### config.mk
export PLATFORM = sky130hd
export DESIGN_NAME = sad_min_search
export DESIGN_NICKNAME = d
export VERILOG_FILES = /design/src/rtl/sad_min_search.sv
export SDC_FILE = /design/constraint.sdc
export NUM_CORES = 1
export LEC_CHECK = 0
export BUFFER_PORTS_ARGS = -buffer_cell sky130_fd_sc_hd__clkbuf_2
export CORE_MARGIN = 1.5
export CORE_UTILIZATION = 56
export CTS_CLUSTER_DIAMETER = 150
export CTS_CLUSTER_SIZE = 40
export DETAILED_ROUTE_END_ITERATION = 10
export GPL_TIMING_DRIVEN = 0
export HOLD_SLACK_MARGIN = 0.08
export PLACE_DENSITY_LB_ADDON = 0.1
export SLEW_MARGIN = 30
export SYNTH_ARGS = -nofsm -noshare
export SYNTH_HDL_FRONTEND = slang
export SYNTH_SLANG_ARGS = --single-unit
### constraint.sdc
create_clock -name clk -period 3 [get_ports clk]
set_input_delay 0.6 -clock clk [delete_from_list [all_inputs] [get_ports clk]]
set_output_delay 0.6 -clock clk [all_outputs]
set_load 0.02 [all_outputs]
### src/rtl/sad_min_search.sv
// Motion-search decision stage: walks a (2*SR+1)^2 candidate window in raster
// order, tracks the minimum SAD and strobes the winning motion vector.
module sad_min_search #(
  parameter int DWIDTH = 8,
  parameter int SR     = 4,
  parameter int MV_W   = 4
) (
  input  logic                     clk,
  input  logic                     rstn,
  input  logic                     start,
  input  logic [DWIDTH+7:0]        sad,
  input  logic                     sad_vld,
  output logic                     busy,
  output logic signed [MV_W-1:0]   cand_x,
  output logic signed [MV_W-1:0]   cand_y,
  output logic [DWIDTH+7:0]        best_sad,
  output logic signed [MV_W-1:0]   best_mvx,
  output logic signed [MV_W-1:0]   best_mvy,
  output logic                     result_vld
);
  localparam int SW    = DWIDTH + 8;
  localparam int NCAND = (2*SR+1) * (2*SR+1);
  localparam int CW    = $clog2(NCAND);
  localparam logic signed [MV_W-1:0] MV_MIN = MV_W'(-SR);
  localparam logic signed [MV_W-1:0] MV_MAX = MV_W'(SR);
  localparam logic signed [MV_W-1:0] MV_ONE = MV_W'(1);

  typedef enum logic [1:0] {IDLE, SEARCH, DONE} state_t;

  state_t                  state_q;
  logic [CW-1:0]           cnt_q;
  logic                    min_vld_q;
  logic [SW-1:0]           min_sad_q, min_sad_d;
  logic signed [MV_W-1:0]  min_x_q, min_x_d, min_y_q, min_y_d;
  logic                    busy_q, rvld_q;
  logic signed [MV_W-1:0]  cx_q, cy_q, bx_q, by_q;
  logic [SW-1:0]           bsad_q;
  logic                    take, last;

  // First candidate always wins; later ones only if strictly smaller, so
  // ties keep the earlier raster position.
  assign take = !min_vld_q || (sad < min_sad_q);
  assign last = (cnt_q == CW'(NCAND-1));

  always_comb begin
    min_sad_d = min_sad_q;
    min_x_d   = min_x_q;
    min_y_d   = min_y_q;
    if (take) begin
      min_sad_d = sad;
      min_x_d   = cx_q;
      min_y_d   = cy_q;
    end
  end

  always_ff @(posedge clk or negedge rstn) begin
    if (!rstn) begin
      state_q   <= IDLE;
      cnt_q     <= '0;
      min_vld_q <= 1'b0;
      min_sad_q <= '0;
      min_x_q   <= '0;
      min_y_q   <= '0;
      busy_q    <= 1'b0;
      rvld_q    <= 1'b0;
      cx_q      <= '0;
      cy_q      <= '0;
      bsad_q    <= '0;
      bx_q      <= '0;
      by_q      <= '0;
    end else begin
      case (state_q)
        IDLE: begin
          rvld_q <= 1'b0;
          if (start) begin
            state_q   <= SEARCH;
            busy_q    <= 1'b1;
            cx_q      <= MV_MIN;
            cy_q      <= MV_MIN;
            cnt_q     <= '0;
            min_vld_q <= 1'b0;
          end
        end
        SEARCH: begin
          if (sad_vld) begin
            min_vld_q <= 1'b1;
            min_sad_q <= min_sad_d;
            min_x_q   <= min_x_d;
            min_y_q   <= min_y_d;
            if (last) begin
              // Offsets stay at (+SR,+SR) so cand_y never overflows MV_W.
              state_q <= DONE;
              bsad_q  <= min_sad_d;
              bx_q    <= min_x_d;
              by_q    <= min_y_d;
              rvld_q  <= 1'b1;
            end else begin
              cnt_q <= cnt_q + CW'(1);
              if (cx_q == MV_MAX) begin
                cx_q <= MV_MIN;
                cy_q <= cy_q + MV_ONE;
              end else begin
                cx_q <= cx_q + MV_ONE;
              end
            end
          end
        end
        DONE: begin
          state_q <= IDLE;
          busy_q  <= 1'b0;
          rvld_q  <= 1'b0;
        end
        default: state_q <= IDLE;
      endcase
    end
  end

  assign busy       = busy_q;
  assign cand_x     = cx_q;
  assign cand_y     = cy_q;
  assign best_sad   = bsad_q;
  assign best_mvx   = bx_q;
  assign best_mvy   = by_q;
  assign result_vld = rvld_q;
endmodule
==> Word-level counts from Yosys, hierarchy flattened <==
Index checks and enable logic that the tools add are counted.
{ "word_totals": {"register_bits": 68, "in_bits": 20, "wordCells": 69} }
{ "op_classes": {"n_addsub": 3, "magnitude_cmp": 1, "n_eq_ne": 9, "mux": 28, "reduce_logical": 15} }
{ "op_table": {"columns": ["op", "count"], "rows": [
  ["$mux W4", 9],
  ["$mux W7", 3],
  ["$lt A16 B16 Y1", 1],
  ["$mux W16", 1],
  ["$pmux W4 S2", 2],
  ["$pmux W7 S2", 1],
  ["$reduce_and A3 Y1", 4],
  ["$ne A2 B2 Y1 const B", 5],
  ["$add A4 B2 Y4 const B", 2],
  ["$add A7 B1 Y7 const B", 1],
  ["$eq A7 B7 Y1 const B", 1],
  ["$mux W2", 3],
  ["$pmux W1 S2", 3],
  ["$reduce_bool A2 Y1", 3],
  ["$mux W1", 5],
  ["$reduce_and A5 Y1", 1],
  ["$eq A4 B4 Y1 const B", 1],
  ["$pmux W2 S2", 1],
  ["$reduce_and A2 Y1", 2],
  ["$reduce_and A4 Y1", 1],
  ["$eq A2 B1 Y1 const B", 1],
  ["$eq A2 B2 Y1 const B", 1],
  ["$logic_not A2 Y1", 1],
  ["$reduce_or A2 Y1", 1],
  ["other kinds (2)", 2]
]} }

==> Depth between registers and ports, before layout <==
Gate-level depths: netlist (run 1).
{ "logic_depth": {"depth_word": 5, "mapped_depth": 9, "depth_no_buf": 8} }

==> Worst setup path before layout (run 1) <==
No wires, ideal clock.
{ "synth_path": {"path_type": "input to register", "startpoint": "input port sad[7]", "endpoint": "register min_sad_q[0]", "setup_ns": 0.128, "t_arrival_ns": 2.544, "required_ns": 2.872, "setup_slack_ns": 0.328, "path_stages": 8, "n_path_buf": 1, "cell_sequence": "ha_1 -> a21oi_1 -> a31o_2 -> a21oi_1 -> o41ai_4 -> nand3_2 -> buf_4 -> mux2_1"} }
{ "synth_between": {"elab_chain_len": 3} }
{ "synth_rtl": {"columns": ["element", "line_no", "rtl"], "rows": [
  ["start, declared", "11", "input logic [DWIDTH+7:0] sad,"],
  ["$lt A16 B16 Y1", "42", "assign take = !min_vld_q || (sad < min_sad_q);"],
  ["$logic_or A1 B1 Y1", "42", null],
  ["$mux W16", "49", "if (take) begin"],
  ["end signal, assigned", "87", "min_sad_q <= min_sad_d;"],
  ["end, declared", "33", "logic [SW-1:0] min_sad_q, min_sad_d;"]
]} }
No other way between the ends.
A chain may end at the register's enable or synchronous reset.

==> Worst setup path in the final report (run 1) <==
{ "layout_path": {"startpoint": "register min_sad_q[14]", "endpoint": "register min_sad_q[15]"} }
{ "layout_between": {"elab_chain_len": 3} }
{ "layout_rtl": {"columns": ["element", "line_no"], "rows": [
  ["$lt A16 B16 Y1", "42"],
  ["$logic_or A1 B1 Y1", "42"],
  ["$mux W16", "49"]
]} }
No other way between the ends.

==> impl_metrics.ini, run 1 <==
[sta]
holdWs_ps = 205
tightest_slew_ps = 750
relSlewSlack_pct = 50.0
fin_crit_ps = 2780
slew_viol_final = 0
setup_slack_ps = 220
rsz0062_at_grt = false
post-route-period-util_pct = 92.7
timing.fmax_mhz = 360
finalSetupViolations = 0
finalHoldViolations = 0
skew_ps = 7.55

[floorplan]
initial_core_util_pct = 59.3
core_mm2 = 0.00564
die_y_um = 80.3
fp.dieArea_mm2 = 0.00644
io_pins = 54
die_w_um = 80.3
rows = 27

[cts]
post-cts-setup-buffers = 0
cts_sinks = 68
clock_latency_ps = 340
cts_tree = yes
cts_buffers = 9
holdBufCountCts = 0
clk_pin_slew_worst_paths_ps = 70
htreeDepth = 3
clockRootBuffer = clkbuf_8
clock_path_buffers = 2
cts_resized = 0

[flow_run]
cap_violations = 0

[final_layout]
n_antenna_cell = 0
drive_gt1_share_pct = 20.7
nets = 412
n_fill_cell = 416
multi_input_area_mm2 = 0.00151
area_growth_pct = 18.4
seqCellArea_mm2 = 0.00170
final_util_pct = 70.1

[drt]
wl_um = 6520
drc = 0
wire_per_inst_um = 14.5
via_count = 2430
ant_nets = 0
firstDrtPassIters = 4
drtIter0Drc = 106
viasPerCell = 5.41

[synth]
synth_top_area_share_pct = 50.9
synth_area_leader_cell = dfrtp_1
syn_area_per_cell_um2 = 10.9
syn_inst = 307
synth-seq-cells = 68
synth.distinct_cells = 32
synth.net_count = 347
seq_area_frac_synth_pct = 50.9
syn_area_mm2 = 0.00334
yosys-top-cells-area = dfrtp_1 (51%), mux2_1 (8.1%), ha_1 (7.5%)
yosys_warnings = 0

[critical_path]
crit_path_start_kind = flop
path_max_fanout = 10
criticalPathCategory = reg -> reg
worstSetupEndpointType = flop
cp_data_arrival_time_ps = 2990
cp.required_ps = 3210

[grt]
grt_pass1_wl_um = 11200
grt_remaining_overflow = 0
grt_max_degree = 44
grt_pass1_vias = 2422
antenna_found_initial = 0
grt.total_usage_pct = 22.8

[placed_design]
port_buffers = 53
pre_cts_slack_ps = -87.4
place.gp.congestion = 0.855
dp_hpwl_um = 4680

[hold_path]
hold_path_class = in -> async

[power]
fin_total_pwr_mw = 3.33
pwr_density_cell_mw_per_mm2 = 841
vdd_ir_drop_max_mv = 0.620
p_leak_nw = 2.04

[outcome]
status = complete, no violations
==> sequential cells by signal, summed over array words and instances (netlist names) <==
register,flops
cand_y,4
cand_x,4
best_mvy,4
min_sad_q,16
min_x_q,4
min_y_q,4
busy,1
result_vld,1
best_sad,16
state_q,2
cnt_q,7
min_vld_q,1
best_mvx,4
==> synthesized netlist by cell type <==
| master | n |
|---|---|
| a21boi_0 | 1 |
| a21o_1 | 3 |
| a21oi_1 | 32 |
| a221oi_1 | 1 |
| a22o_1 | 1 |
| a31o_2 | 1 |
| a31oi_1 | 2 |
| and3_1 | 1 |
| and4_1 | 1 |
| buf_4 | 4 |
| clkbuf_1 | 6 |
| dfrtp_1 | 68 |
| ha_1 | 20 |
| inv_1 | 22 |
| mux2_1 | 24 |
| mux2_2 | 2 |
| mux2i_1 | 24 |
| nand2_1 | 12 |
| nand2b_1 | 2 |
| nand3_1 | 8 |
| nand3_2 | 1 |
| nand4_1 | 7 |
| nor2_1 | 38 |
| nor2b_1 | 2 |
| nor3_1 | 3 |
| nor4bb_1 | 1 |
| o21a_1 | 1 |
| o21ai_0 | 10 |
| o41ai_4 | 1 |
| or3_1 | 3 |
| xnor2_1 | 1 |
| xor2_1 | 4 |
==> cell usage in the layout, fill, tap and decap left out, types with 3 or more instances in the layout <==
cell type,synthesis,layout
nor3_1,3,3
a21o_1,3,3
clkbuf_8,0,12
nand2_1,12,12
clkbuf_1,6,7
nand3_1,8,8
buf_4,4,4
mux2i_1,24,24
nand4_1,7,7
o21ai_0,10,10
a21oi_1,32,32
xor2_1,4,4
ha_1,20,20
inv_1,22,22
mux2_1,24,24
nor2_1,38,38
or3_1,3,3
dfrtp_1,68,68
clkbuf_2,0,52
==> worst max-delay path: stages (launching register included) <==
cell,delay (ps)
dfrtp_1,360
inv_1,50
ha_1,310
nand4_1,140
or3_1,410
a221oi_1,410
o41ai_4,220
nand3_2,190
buf_4,230
mux2_1,340
==> per-layer routing <==
layer,vias up,global-route usage (%),part of all wire [%]
met5,-,0,0
met4,0,10.3,1.7
met3,11,4.09,3.4
met2,43,36.6,47
met1,1168,30.2,47
li1,1208,-,-
==> metrics by stage <==
stage | TNS, ps | instance area (µm²) | cells
6_report | 0 | 3960 | 449
5_1_grt | 0 | 3960 | 449
4_1_cts | 0 | 3960 | 449
3_5_place_dp | -1520 | 3720 | 433
3_3_place_gp | -1480 | 3700 | 432
2_1_floorplan | 0 | 3340 | 307
==> layout make-up <==
| class | instances | area share [%] |
|---|---|---|
| buffer | 10 | 1.33 |
| clock buffer | 13 | 4.27 |
| clock inverter | 3 | 1.71 |
| inverter | 22 | 2.09 |
| multi-input combinational | 207 | 38.1 |
| sequential | 68 | 43.0 |
| tap | 72 | 2.28 |
| timing repair buffer | 54 | 7.27 |
==> logic make-up after synthesis <==
family / synth area share [%]
compound gates: 9.39
xor+xnor: 1.31
fa+ha+maj: 7.49
buf+inv: 4.04
flops: 50.9
mux: 15.9
simple gates: 10.9
==> path summary, 6_finish.rpt <==
kind / from / end / slack, ps / cells after the start
worst max register to register: min_sad_q[14] / min_sad_q[15] / 220 / 9
worst min-delay path: rstn / best_sad[12] / 210 / 1
worst max-delay path: min_sad_q[14] / min_sad_q[15] / 220 / 9
max in group asynchronous: rstn / cnt_q[6] / 2230 / 2
min in group clk: min_y_q[0] / min_y_q[0] / 490 / 1
worst min register to register: min_y_q[0] / min_y_q[0] / 490 / 1
==> where the power goes <==
group	internal, mW	switching (mW)
Combinational	0.516	0.584
Sequential	1.14	0.207
Clock	0.537	0.341
Note: power is estimated with default switching activity, not from simulation.
==> run 2: changes to the inputs <==
CELL_PAD_IN_SITES_DETAIL_PLACEMENT = 0   (was default)
CELL_PAD_IN_SITES_GLOBAL_PLACEMENT = 2   (was default)
CORE_UTILIZATION = 39   (was 56)
clock period = 3.4 ns   (was 3 ns; I/O delays follow)
==> run 2 against run 1 <==
Effect of this change:
- setup slack better by 360 ps
- non-clock buffer count did not move
- wire length rose by 9.4%
- register-to-register slack gained 400 ps
- combinational power decreased by 11%
- clock-buffer cell count shrank 3
- power shrank 14%
- worst hold slack improved by 64 ps
- largest cell class unchanged
- largest power group unchanged
==> impl_metrics.ini, run 2 (synthesis gave the netlist of run 1 again) <==
[cts]
cts_tree = yes
htreeDepth = 3
clock_path_buffers = 2
clockRootBuffer = clkbuf_8
cts_sinks = 68
clk_pin_slew_worst_paths_ps = 80
cts_buffers = 9
clock_latency_ps = 340
post-cts-setup-buffers = 0
holdBufCountCts = 0
cts_resized = 0

[critical_path]
r2r-start = min_sad_q[7]
worstSetupEndpointType = flop
r2r_end = min_sad_q[7]
cp.required_ps = 3630
regToRegSetupSlack_ps = 620
criticalPathCategory = in -> reg
crit_path_start_kind = input port
cp_data_arrival_time_ps = 3050
path_max_fanout = 10
rr_worst_depth = 9

[floorplan]
core_mm2 = 0.00826
io_pins = 54
die_y_um = 95.6
initial_core_util_pct = 40.5
die_w_um = 95.6
fp.dieArea_mm2 = 0.00914
rows = 33

[drt]
drtIter0Drc = 51
wire_per_inst_um = 14.8
drc = 0
viasPerCell = 4.97
firstDrtPassIters = 4
wl_um = 7140
ant_nets = 0
via_count = 2394

[sta]
finalSetupViolations = 0
timing.fmax_mhz = 354
relSlewSlack_pct = 52.2
fin_setup_tns_ps = 0
holdWs_ps = 270
fin_crit_ps = 2820
finalHoldViolations = 0
skew_ps = 7.03
rsz0062_at_grt = false
slew_viol_final = 0
post-route-period-util_pct = 83.1
setup_slack_ps = 575
tightest_slew_ps = 717

[power]
sequentialPowerShare_pct = 41.9
switching_power_mw = 1.03
p_leak_nw = 2.02
pwr_density_cell_mw_per_mm2 = 719
combPwrFrac_pct = 34.2
swShare_pct = 36.2
pwr-share-clk_pct = 23.9
fin_total_pwr_mw = 2.85
vdd_ir_drop_max_mv = 0.431
p_int_mw = 1.82

[outcome]
status = complete, no violations

[placed_design]
port_buffers = 53
dp_hpwl_um = 5130
place.gp.congestion = 0.749
pre_cts_slack_ps = 150

[final_layout]
nets = 412
n_antenna_cell = 0
drive_gt1_share_pct = 21.0
multi_input_area_mm2 = 0.00151
seqCellArea_mm2 = 0.00170
layout.cells.most_common = dfrtp_1
final_util_pct = 48.1
n_fill_cell = 813
final_cell_mix = dfrtp_1 (68), clkbuf_2 (52), nor2_1 (38)
area_growth_pct = 18.8

[grt]
antenna_found_initial = 0
grt_pass1_wl_um = 11900
grt_max_degree = 46
grt_pass1_vias = 2444
grt_remaining_overflow = 0
grt.total_usage_pct = 17.2

[hold_path]
hold_path_class = in -> async

[flow_run]
cap_violations = 0
==> run 2: power by group through the flow <==
stage	clock network [mW]	logic, mW	registers, mW
6_report	0.682	0.976	1.20
5_1_grt	0.735	1.11	1.23
4_1_cts	0.707	0.996	1.20
3_5_place_dp	0	0.991	1.22
3_3_place_gp	0	0.966	1.20
2_1_floorplan	0	0.710	1.21
==> run 2: critical path, cell delays in order <==
cell and delay (ps):
clkbuf_2 100, ha_1 340, a21oi_1 160, a31o_2 160, a21oi_1 90, o41ai_4 670
nand3_2 270, buf_4 270, mux2_1 320
==> run 2: cell type report <==
class | count | area share, %
well taps | 105 | 3.31
clock buffers | 10 | 3.47
repair buffers | 54 | 7.44
flip-flops and latches | 68 | 42.8
multi-input cells | 207 | 37.9
clock inverters | 6 | 1.61
plain buffers | 10 | 1.32
inverters | 22 | 2.08
==> run 2: routing by layer <==
metal  GRT usage, %  vias to the layer above  wire (µm)
li1               -                     1197          -
met1           21.6                     1150       3360
met2           29.0                       36       3420
met3           3.03                       11        226
met4           7.35                        0        133
met5              0                        -          0
==> run 2: per-stage QoR <==
stage / instance area (µm²) / std cells
after global placement: 3740 / 465
after floorplan: 3340 / 307
after detailed placement: 3770 / 466
after global routing: 3970 / 482
final: 3970 / 482
after CTS: 3970 / 482
==> run 2: worst max-delay path by stage <==
stage | start | end | cells past startpoint
4_1_cts | sad[14] | min_sad_q[7] | 9
6_report | sad[7] | min_sad_q[7] | 9
3_5_place_dp | sad[14] | min_x_q[1] | 9
3_3_place_gp | sad[14] | min_sad_q[6] | 9
5_1_grt | sad[7] | min_y_q[0] | 9
2_1_floorplan | sad[7] | min_sad_q[0] | 8
==> run 3: changes to the inputs <==
CORE_UTILIZATION = 33   (was 39)
clock period = 2.3 ns   (was 3.4 ns; I/O delays follow)
==> run 3 against run 2 <==
Effect of this change:
- the run now ends with setup timing left
- largest power group is now combinational cells
- combinational power rose by 120%
- sequential cell count did not move
- critical path depth did not move
- global-route usage fell by 1.8 points
- non-clock buffer count rose by 15
- sequential share of layout area fell by 4.1 points
- power rose by 69%
- utilization fell by 3.4 points
==> impl_metrics.ini, run 3 (synthesis gave the netlist of run 1 again) <==
[outcome]
status = finished, violations left
violations = setup timing

[hold_path]
hold_path_class = in -> async

[floorplan]
die_w_um = 104
fp.dieArea_mm2 = 0.0107
initial_core_util_pct = 34.0
die_y_um = 104
rows = 36
io_pins = 54
core_mm2 = 0.00982

[power]
p_leak_nw = 2.17
pwr_density_cell_mw_per_mm2 = 1100
fin_total_pwr_mw = 4.81
vdd_ir_drop_max_mv = 0.533

[drt]
firstDrtPassIters = 4
wire_per_inst_um = 14.9
via_count = 2470
ant_nets = 0
viasPerCell = 4.70
wl_um = 7840
drc = 0
drtIter0Drc = 54

[sta]
post-route-period-util_pct = 102
fin_crit_ps = 2350
tightest_slew_ps = 566
slew_viol_final = 0
timing.fmax_mhz = 426
holdWs_ps = 100
rsz0062_at_grt = true
finalHoldViolations = 0
finalSetupViolations = 28
setup_slack_ps = -46.8
relSlewSlack_pct = 62.2
skew_ps = 13.9

[final_layout]
n_antenna_cell = 0
nets = 427
drive_gt1_share_pct = 33.2
n_fill_cell = 998
layout.cells.most_common = dfrtp_1
area_growth_pct = 31.3
final_cell_mix = dfrtp_1 (68), clkbuf_2 (57), nor2_1 (37)

[cts]
clock_path_buffers = 2
clockRootBuffer = clkbuf_8
clk_pin_slew_worst_paths_ps = 90
cts_sinks = 68
clock_latency_ps = 350
htreeDepth = 3
cts_tree = yes
cts_buffers = 9
holdBufCountCts = 0

[critical_path]
r2r_end = min_sad_q[10]
worstSetupEndpointType = flop
path_max_fanout = 10
cp.required_ps = 2520
cp_data_arrival_time_ps = 2570
rr_worst_depth = 9
crit_path_start_kind = flop
regToRegSetupSlack_ps = -50
r2r-start = min_sad_q[6]
criticalPathCategory = reg -> reg

[placed_design]
dp_hpwl_um = 5230
port_buffers = 53
place.gp.congestion = 0.756

[grt]
grt.total_usage_pct = 15.4
grt_remaining_overflow = 0
grt_pass1_wl_um = 13000
grt_max_degree = 69
antenna_found_initial = 0
grt_pass1_vias = 2573

[flow_run]
cap_violations = 0
## run 3: area by class of cell
class / instances / area (µm²) / area share (%)
Clock buffer: 11 / 141 / 3.22
Clock inverter: 5 / 37.5 / 0.855
Tap cell: 133 / 166 / 3.79
Buffer: 10 / 109 / 2.48
Timing Repair Buffer: 69 / 435 / 9.92
Sequential cell: 68 / 1700 / 38.8
Inverter: 22 / 82.6 / 1.88
Multi-Input combinational cell: 207 / 1720 / 39.1
## run 3: timing repair
| item | CTS | global route |
|---|---|---|
| resized for setup | 22 | 26 |
| setup endpoints to repair | 47 | 50 |
| pin swaps | 9 | 22 |
| cloned | 1 | 1 |
| setup buffers | 11 | 4 |
## run 3: power by group
group	switching [mW]	total (mW)	internal [mW]
combinational	0.970	2.13	1.16
clock	0.481	0.904	0.423
sequential	0.284	1.77	1.49
total	1.74	4.81	3.08
## run 3: metal layers
layer  track usage (%)  part of all wire, %  up-vias
met5                 0                    0        -
met4              5.95                  1.3        0
met2              24.9                   47       35
met3              2.83                  2.8        9
met1              20.6                   49     1193
li1                  -                    -     1233
## run 3: how the worst max path moves through the flow
stage | startpoint | end | slack (ps) | depth (start not counted)
final | min_sad_q[6] | min_sad_q[10] | -50 | 9
after global routing | min_sad_q[11] | min_sad_q[15] | -180 | 9
after global placement | sad[14] | min_x_q[1] | -700 | 9
after floorplan | sad[7] | min_sad_q[0] | -150 | 8
after CTS | min_sad_q[11] | min_sad_q[12] | -90 | 9
after detailed placement | sad[14] | min_sad_q[12] | -710 | 9
## run 3: per-stage QoR
step / TNS [ps] / setup WS [ps] / utilization [%] / cell area, µm² / instances
3_3_place_gp: -25960 / -698 / 39.3 / 3860 / 493
6_report: -851 / -46.8 / 44.7 / 4390 / 525
2_1_floorplan: -2980 / -149 / - / 3430 / 307
3_5_place_dp: -26050 / -710 / 39.4 / 3870 / 493
5_1_grt: -6300 / -177 / 44.7 / 4390 / 525
4_1_cts: -2800 / -93.3 / 43.4 / 4270 / 521
## run 3: worst max-delay path, stage by stage (launching register included)
cell      delay (ps)
dfrtp_1          410
inv_2             60
ha_4             270
nand4_1           90
or3_4            400
a221oi_4         240
o41ai_4          160
nand3_4          120
buf_12           150
mux2_1           320
